File: config.mk
export PLATFORM = sky130hd
export DESIGN_NAME = otter_mdu_iterative
export DESIGN_NICKNAME = d
export VERILOG_FILES = /design/src/rtl/otter_mdu_iterative.sv
export SDC_FILE = /design/constraint.sdc
export NUM_CORES = 1
export LEC_CHECK = 0
export BUFFER_PORTS_ARGS = -buffer_cell sky130_fd_sc_hd__buf_2
export CAP_MARGIN = 20
export CELL_PAD_IN_SITES_DETAIL_PLACEMENT = 1
export CELL_PAD_IN_SITES_GLOBAL_PLACEMENT = 2
export CORE_MARGIN = 2
export CORE_UTILIZATION = 39
export DETAILED_ROUTE_END_ITERATION = 10
export GPL_TIMING_DRIVEN = 0
export PLACE_DENSITY = 0.85
export SLEW_MARGIN = 20
export SYNTH_ARGS = -nofsm -noshare
export SYNTH_HDL_FRONTEND = slang
export SYNTH_SLANG_ARGS = --single-unit
File: constraint.sdc
create_clock -name CLK -period 8.6 [get_ports CLK]
set_input_delay 0.86 -clock CLK [delete_from_list [all_inputs] [get_ports CLK]]
set_output_delay 0.86 -clock CLK [all_outputs]
set_load 0.1 [all_outputs]
File: src/rtl/otter_mdu_iterative.sv
// Iterative RV32M multiply/divide unit for the EX stage.
// A radix-2 shift-add multiplier and a restoring divider share one 64-bit
// working register. Both work on operand magnitudes, and the sign is applied
// once on the final step. Division by zero and signed overflow are resolved
// when the operation is accepted.
module otter_mdu_iterative #(
    parameter int WIDTH        = 32,
    parameter bit FAST_SPECIAL = 1'b1
) (
    input  logic             CLK,
    input  logic             RST_N,
    input  logic             start,
    input  logic             flush,
    input  logic [2:0]       funct3,
    input  logic [WIDTH-1:0] srcA,
    input  logic [WIDTH-1:0] srcB,
    output logic             busy,
    output logic             done,
    output logic [WIDTH-1:0] result
);

    localparam int CW = $clog2(WIDTH);
    localparam logic [CW-1:0] CNT_LAST = CW'(WIDTH - 1);

    localparam logic [1:0] IDLE = 2'd0;
    localparam logic [1:0] RUN  = 2'd1;
    localparam logic [1:0] FIN  = 2'd2;

    logic [1:0]         state;
    logic [CW-1:0]      count;
    logic [2:0]         op_q;
    logic               neg_q;
    logic               special_q;
    logic [WIDTH-1:0]   mag_b_q;
    // Multiply: {partial high, multiplier bits}. Divide: {remainder, quotient/dividend}.
    logic [2*WIDTH-1:0] acc;

    // Accept-time decode: operand signs, magnitudes and the special cases.
    logic             is_div, a_signed, b_signed, sa, sb;
    logic             div_zero, div_ovf, special, neg_in;
    logic [WIDTH-1:0] mag_a, mag_b, spec_val;

    // Operand decode for the request that is currently on the inputs.
    // NOTE: every signal is assigned on every path here, so no latch is inferred.
    always_comb begin
        is_div   = funct3[2];
        a_signed = is_div ? ~funct3[0] : (funct3 == 3'b001 || funct3 == 3'b010);
        b_signed = is_div ? ~funct3[0] : (funct3 == 3'b001);
        sa       = a_signed & srcA[WIDTH-1];
        sb       = b_signed & srcB[WIDTH-1];
        mag_a    = sa ? -srcA : srcA;
        mag_b    = sb ? -srcB : srcB;
        div_zero = is_div && (srcB == '0);
        div_ovf  = is_div && !funct3[0] && (srcA == {1'b1, {(WIDTH-1){1'b0}}}) && (srcB == '1);
        special  = div_zero | div_ovf;
        // The remainder takes the dividend's sign; every other result takes sa^sb.
        neg_in   = (is_div && funct3[1]) ? sa : (sa ^ sb);
        if (div_zero)
            spec_val = funct3[1] ? srcA : '1;
        else if (funct3[1])
            spec_val = '0;
        else
            spec_val = {1'b1, {(WIDTH-1){1'b0}}};
    end

    // One iteration step and the signed result that the last step produces.
    logic [WIDTH:0]     mul_sum, rem_shift;
    logic [WIDTH-1:0]   rem_diff, word, word_s, fin_val;
    logic               rem_ge;
    logic [2*WIDTH-1:0] mul_next, div_next, acc_next, prod_s;

    // Datapath step: add-shift for multiply, trial subtract for divide.
    always_comb begin
        mul_sum   = {1'b0, acc[2*WIDTH-1:WIDTH]} + (acc[0] ? {1'b0, mag_b_q} : '0);
        mul_next  = {mul_sum, acc[WIDTH-1:1]};
        rem_shift = {acc[2*WIDTH-1:WIDTH], acc[WIDTH-1]};
        rem_ge    = rem_shift >= {1'b0, mag_b_q};
        // When rem_ge is set the difference is below the divisor, so the low bits are exact.
        rem_diff  = rem_shift[WIDTH-1:0] - mag_b_q;
        div_next  = rem_ge ? {rem_diff, acc[WIDTH-2:0], 1'b1}
                           : {rem_shift[WIDTH-1:0], acc[WIDTH-2:0], 1'b0};
        // The special-case value sits in acc and holds while the counter runs out.
        acc_next  = special_q ? acc : (op_q[2] ? div_next : mul_next);
        prod_s    = neg_q ? -acc_next : acc_next;
        word      = op_q[1] ? acc_next[2*WIDTH-1:WIDTH] : acc_next[WIDTH-1:0];
        word_s    = neg_q ? -word : word;
        if (special_q)
            fin_val = acc_next[WIDTH-1:0];
        else if (op_q[2])
            fin_val = word_s;
        else if (op_q[1:0] == 2'b00)
            fin_val = prod_s[WIDTH-1:0];
        else
            fin_val = prod_s[2*WIDTH-1:WIDTH];
    end

    // Control FSM plus the operand and result registers. Flush wins over everything.
    // NOTE: non-blocking assignments keep every register update tied to the same edge.
    always_ff @(posedge CLK or negedge RST_N) begin
        if (!RST_N) begin
            state     <= IDLE;
            count     <= '0;
            op_q      <= '0;
            neg_q     <= 1'b0;
            special_q <= 1'b0;
            mag_b_q   <= '0;
            acc       <= '0;
            result    <= '0;
        end else if (flush) begin
            state <= IDLE;
        end else begin
            case (state)
                IDLE: if (start) begin
                    op_q      <= funct3;
                    neg_q     <= neg_in;
                    special_q <= special;
                    mag_b_q   <= mag_b;
                    count     <= '0;
                    if (special && FAST_SPECIAL) begin
                        state  <= FIN;
                        result <= spec_val;
                    end else begin
                        state <= RUN;
                        acc   <= special ? {{WIDTH{1'b0}}, spec_val} : {{WIDTH{1'b0}}, mag_a};
                    end
                end
                RUN: begin
                    acc   <= acc_next;
                    count <= count + 1'b1;
                    if (count == CNT_LAST) begin
                        state  <= FIN;
                        result <= fin_val;
                    end
                end
                FIN:     state <= IDLE;
                default: state <= IDLE;
            endcase
        end
    end

    assign busy = (state == RUN) || (state == FIN);
    // A flush during FIN cancels that cycle's done pulse.
    assign done = (state == FIN) && !flush;

endmodule

==> results.json <==
{
  "die_y_um": 219,
  "count_of_buffers_inserted_at_the_top_level_ports": 103,
  "final-seq-area_mm2": 0.00350,
  "routed_wire_length_per_instance_um": 32.1,
  "fillers": 5937,
  "initialDrtViolationCount": 3026,
  "worstPathRequired_ns": 8.98,
  "ys_top_cells_by_count": "286 x sky130_fd_sc_hd__o21ai_0, 284 x sky130_fd_sc_hd__nand2_1, 237 x sky130_fd_sc_hd__nor2_1",
  "die_area_mm2": 0.0480,
  "cell_with_the_most_instances_after_synthesis": "sky130_fd_sc_hd__o21ai_0",
  "mappedNetlistArea_mm2": 0.0181,
  "ant_nets": 0,
  "synth-edff-count": 0,
  "areaGrowthSynthToFinish_pct": 10.7,
  "drt-pass1-iter-count": 5,
  "critPathArrivalTime_ns": 9.09,
  "finalHoldViolCount": 0,
  "r2r_slack_ns": -0.11,
  "syn-num-nets": 2701,
  "antenna_found_initial": 3,
  "finalCritPeriodShare_pct": 101,
  "groute.layer.met3.usage_pct": 10.7,
  "finish.net_count": 2827,
  "dominant_register_cell_in_the_synthesized_netlist": "sky130_fd_sc_hd__dfrtp_1",
  "cts_tree": "yes",
  "finalWorstPathRequiredPeriod_ns": 8.71,
  "start_kind": "flip-flop",
  "finalSetupViolCount": 2,
  "worst-path-max-fanout": 10,
  "setup_ws_ns": -0.107,
  "worst_setup_hold_path_clk_slew_ns": 0.07,
  "hold-worst-slack_ns": 0.307,
  "r2r_cells": 21,
  "worst_skew_pair.late_latency_ns": 0.51,
  "yosys_warnings": 0,
  "tritoncts_num_sinks": 140,
  "yosys_register_bits": 140,
  "post_cts_buffers": 0,
  "synth_area_per_cell_um2": 7.07,
  "groute.layer.met1.usage_pct": 61.1,
  "synthDominantCellAreaShare_pct": 19.4,
  "numCtsBuffers": 17,
  "top_usage_layer": "met2",
  "sum_of_routed_wire_length_over_all_layers_mm": 106,
  "static-leakage-power_uw": 0.00800,
  "post_synth_inst_count": 2554,
  "hpwlAfterDp_mm": 85.0,
  "timing.max_cap.violations": 0,
  "violations": "setup timing",
  "rsz_0062_raised_after_global_routing": "no",
  "timing.hold.worst.class": "in2async",
  "cts.path.max_buffers": 2,
  "pin_count": 105,
  "via_per_inst": 6.91,
  "drive_gt1_share_pct": 9.28,
  "clock_tree.htree_level_count": 4,
  "cts_hold_buf": 0,
  "detailedPlace.worstSlack_ns": 0.424,
  "cts.repair.resized": 0,
  "final_core_density_pct": 43.9,
  "slew_violations": 0,
  "synth-seq-area-share_pct": 19.4,
  "synthDistinctLibCells": 108,
  "timing.critical_path.to_type": "flip-flop",
  "floorplan.rows": 78,
  "timing.slew.headroom_pct": 14.2,
  "post_synth_main_area_contributors": "sky130_fd_sc_hd__dfrtp_1 19%, sky130_fd_sc_hd__o21ai_0 7.9%, sky130_fd_sc_hd__a21oi_1 6.2%",
  "final_gp_congestion": 1.07,
  "r2r_start": "op_q[2]$_DFFE_PN0P_",
  "multiInputGateArea_mm2": 0.0135,
  "final.setup_skew_ns": 0.0202,
  "num_vias": 22800,
  "max_freq_mhz": 115,
  "crit-reg2reg-capture": "result[28]$_DFFE_PN0P_",
  "floorplan.core_area_mm2": 0.0456,
  "grt.met2_usage_pct": 63.9,
  "timing_worst_setup_path_type": "reg2reg",
  "residual_drc_count": 0,
  "number_of_global_route_vias_before_repair": 22000,
  "yosys.area.top_type": "sky130_fd_sc_hd__dfrtp_1",
  "worstMarginPinSlew_ns": 1.27,
  "largest_net_degree_at_the_start_of_global_routing": 74,
  "grt_util_all_layers_pct": 43.8,
  "cts_root_buf": "sky130_fd_sc_hd__clkbuf_16",
  "grt_remaining_overflow": 0,
  "run_status": "complete, but fails checks",
  "first_pass_grt_wire_length_mm": 152,
  "floorplan.initialDensity_pct": 39.6,
  "synthArstFlopShare_pct": 100,
  "die-width_um": 219,
  "power_per_cell_area_mw_per_mm2": 403,
  "peakVddDrop_v": 0.000184
}
## how the worst max path moves through the flow
stage / startpoint / end / slack, ns / cells after the start
5_1_grt: op_q[2]$_DFFE_PN0P_ / result[28]$_DFFE_PN0P_ / 0.03 / 21
6_report: op_q[2]$_DFFE_PN0P_ / result[28]$_DFFE_PN0P_ / -0.11 / 21
3_5_place_dp: op_q[2]$_DFFE_PN0P_ / result[28]$_DFFE_PN0P_ / 0.42 / 21
2_1_floorplan: op_q[2]$_DFFE_PN0P_ / result[24]$_DFFE_PN0P_ / 3.33 / 21
4_1_cts: op_q[2]$_DFFE_PN0P_ / result[28]$_DFFE_PN0P_ / 0.42 / 21
3_3_place_gp: op_q[2]$_DFFE_PN0P_ / result[28]$_DFFE_PN0P_ / 0.32 / 21
## flip-flops by register name, summed over array words and instances, names as in the netlist
name / flops
state: 2
acc: 64
op_q: 3
count: 5
result: 32
special_q: 1
mag_b_q: 32
neg_q: 1
## through the flow
step | power, uW | instance area, um2 | cells | setup TNS [ns]
floorplan | 4870 | 18100 | 2554 | 0
global placement | 6830 | 19300 | 3257 | 0
detailed placement | 6940 | 19400 | 3261 | 0
CTS | 7770 | 20000 | 3293 | 0
global route | 8330 | 20000 | 3293 | 0
finish | 8060 | 20000 | 3294 | -0.161
## layout by cell type (no fill, tap or decap), types with 36 or more instances in the layout
cell type,instances
sky130_fd_sc_hd__a31oi_1,43
sky130_fd_sc_hd__xnor2_1,93
sky130_fd_sc_hd__a21oi_1,225
sky130_fd_sc_hd__o21ai_0,281
sky130_fd_sc_hd__nand4_1,36
sky130_fd_sc_hd__nor2_1,236
sky130_fd_sc_hd__o31ai_1,39
sky130_fd_sc_hd__buf_2,120
sky130_fd_sc_hd__xor2_1,48
sky130_fd_sc_hd__nor3_1,81
sky130_fd_sc_hd__dfrtp_1,140
sky130_fd_sc_hd__nand3_1,56
sky130_fd_sc_hd__clkbuf_1,129
sky130_fd_sc_hd__nand2b_1,44
sky130_fd_sc_hd__ha_1,74
sky130_fd_sc_hd__nand2_1,284
sky130_fd_sc_hd__inv_1,97
## area by class of cell
class	instances	area share [%]
Antenna cell	1	0.0125
Buffer	165	3.45
Clock buffer	18	2.20
Clock inverter	14	0.757
Inverter	99	1.86
Multi-Input combinational cell	2150	67.6
Sequential cell	140	17.5
Tap cell	600	3.75
Timing Repair Buffer	107	2.89
## cell families (layout without fill, tap and decap cells)
logic type                 Yosys count  count (layout)  share of synthesized area [%]
DFF                                140             140                           19.4
buffers and inverters              264             403                           5.88
adders and majority gates           76              76                           5.35
other                                0               1                              0
xor gates and xnor gates           141             141                           6.84
AOI/OAI and AO/OA                  942             942                           33.9
muxes                               66              66                           3.87
and+or+nand+nor                    925             925                           24.8
## per-layer routing
| metal | part of all wire [%] | wire (um) | vias to the layer above |
|---|---|---|---|
| met1 | 43 | 45300 | 11300 |
| li1 | - | - | 9700 |
| met5 | 0 | 0 | - |
| met2 | 41 | 43900 | 1472 |
| met4 | 4.5 | 4770 | 0 |
| met3 | 11 | 11900 | 268 |
## power breakdown
part / internal [uW] / switching (uW)
Clock: 417 / 386
Sequential: 868 / 326
Combinational: 1770 / 4300
Total: 3050 / 5010
## critical path, cell delays in order (launching register included)
cell                       delay (ns)
sky130_fd_sc_hd__dfrtp_1         0.33
sky130_fd_sc_hd__buf_4           0.22
sky130_fd_sc_hd__buf_4           0.25
sky130_fd_sc_hd__buf_2           0.32
sky130_fd_sc_hd__clkbuf_1        0.53
sky130_fd_sc_hd__buf_2           0.45
sky130_fd_sc_hd__clkbuf_1        0.55
sky130_fd_sc_hd__clkbuf_1        0.75
sky130_fd_sc_hd__clkbuf_1        0.93
sky130_fd_sc_hd__mux2_2          0.44
sky130_fd_sc_hd__o21ai_0         0.39
sky130_fd_sc_hd__ha_1            0.43
sky130_fd_sc_hd__nand2_1         0.27
sky130_fd_sc_hd__nor3_1          0.44
sky130_fd_sc_hd__nand2_1         0.27
sky130_fd_sc_hd__or4_4           0.55
sky130_fd_sc_hd__or3_1           0.32
sky130_fd_sc_hd__buf_2           0.20
sky130_fd_sc_hd__o31ai_4         0.26
sky130_fd_sc_hd__xnor2_1         0.10
sky130_fd_sc_hd__o22ai_1         0.40
sky130_fd_sc_hd__o21ai_1         0.11
(Power assumes the default switching activity.)
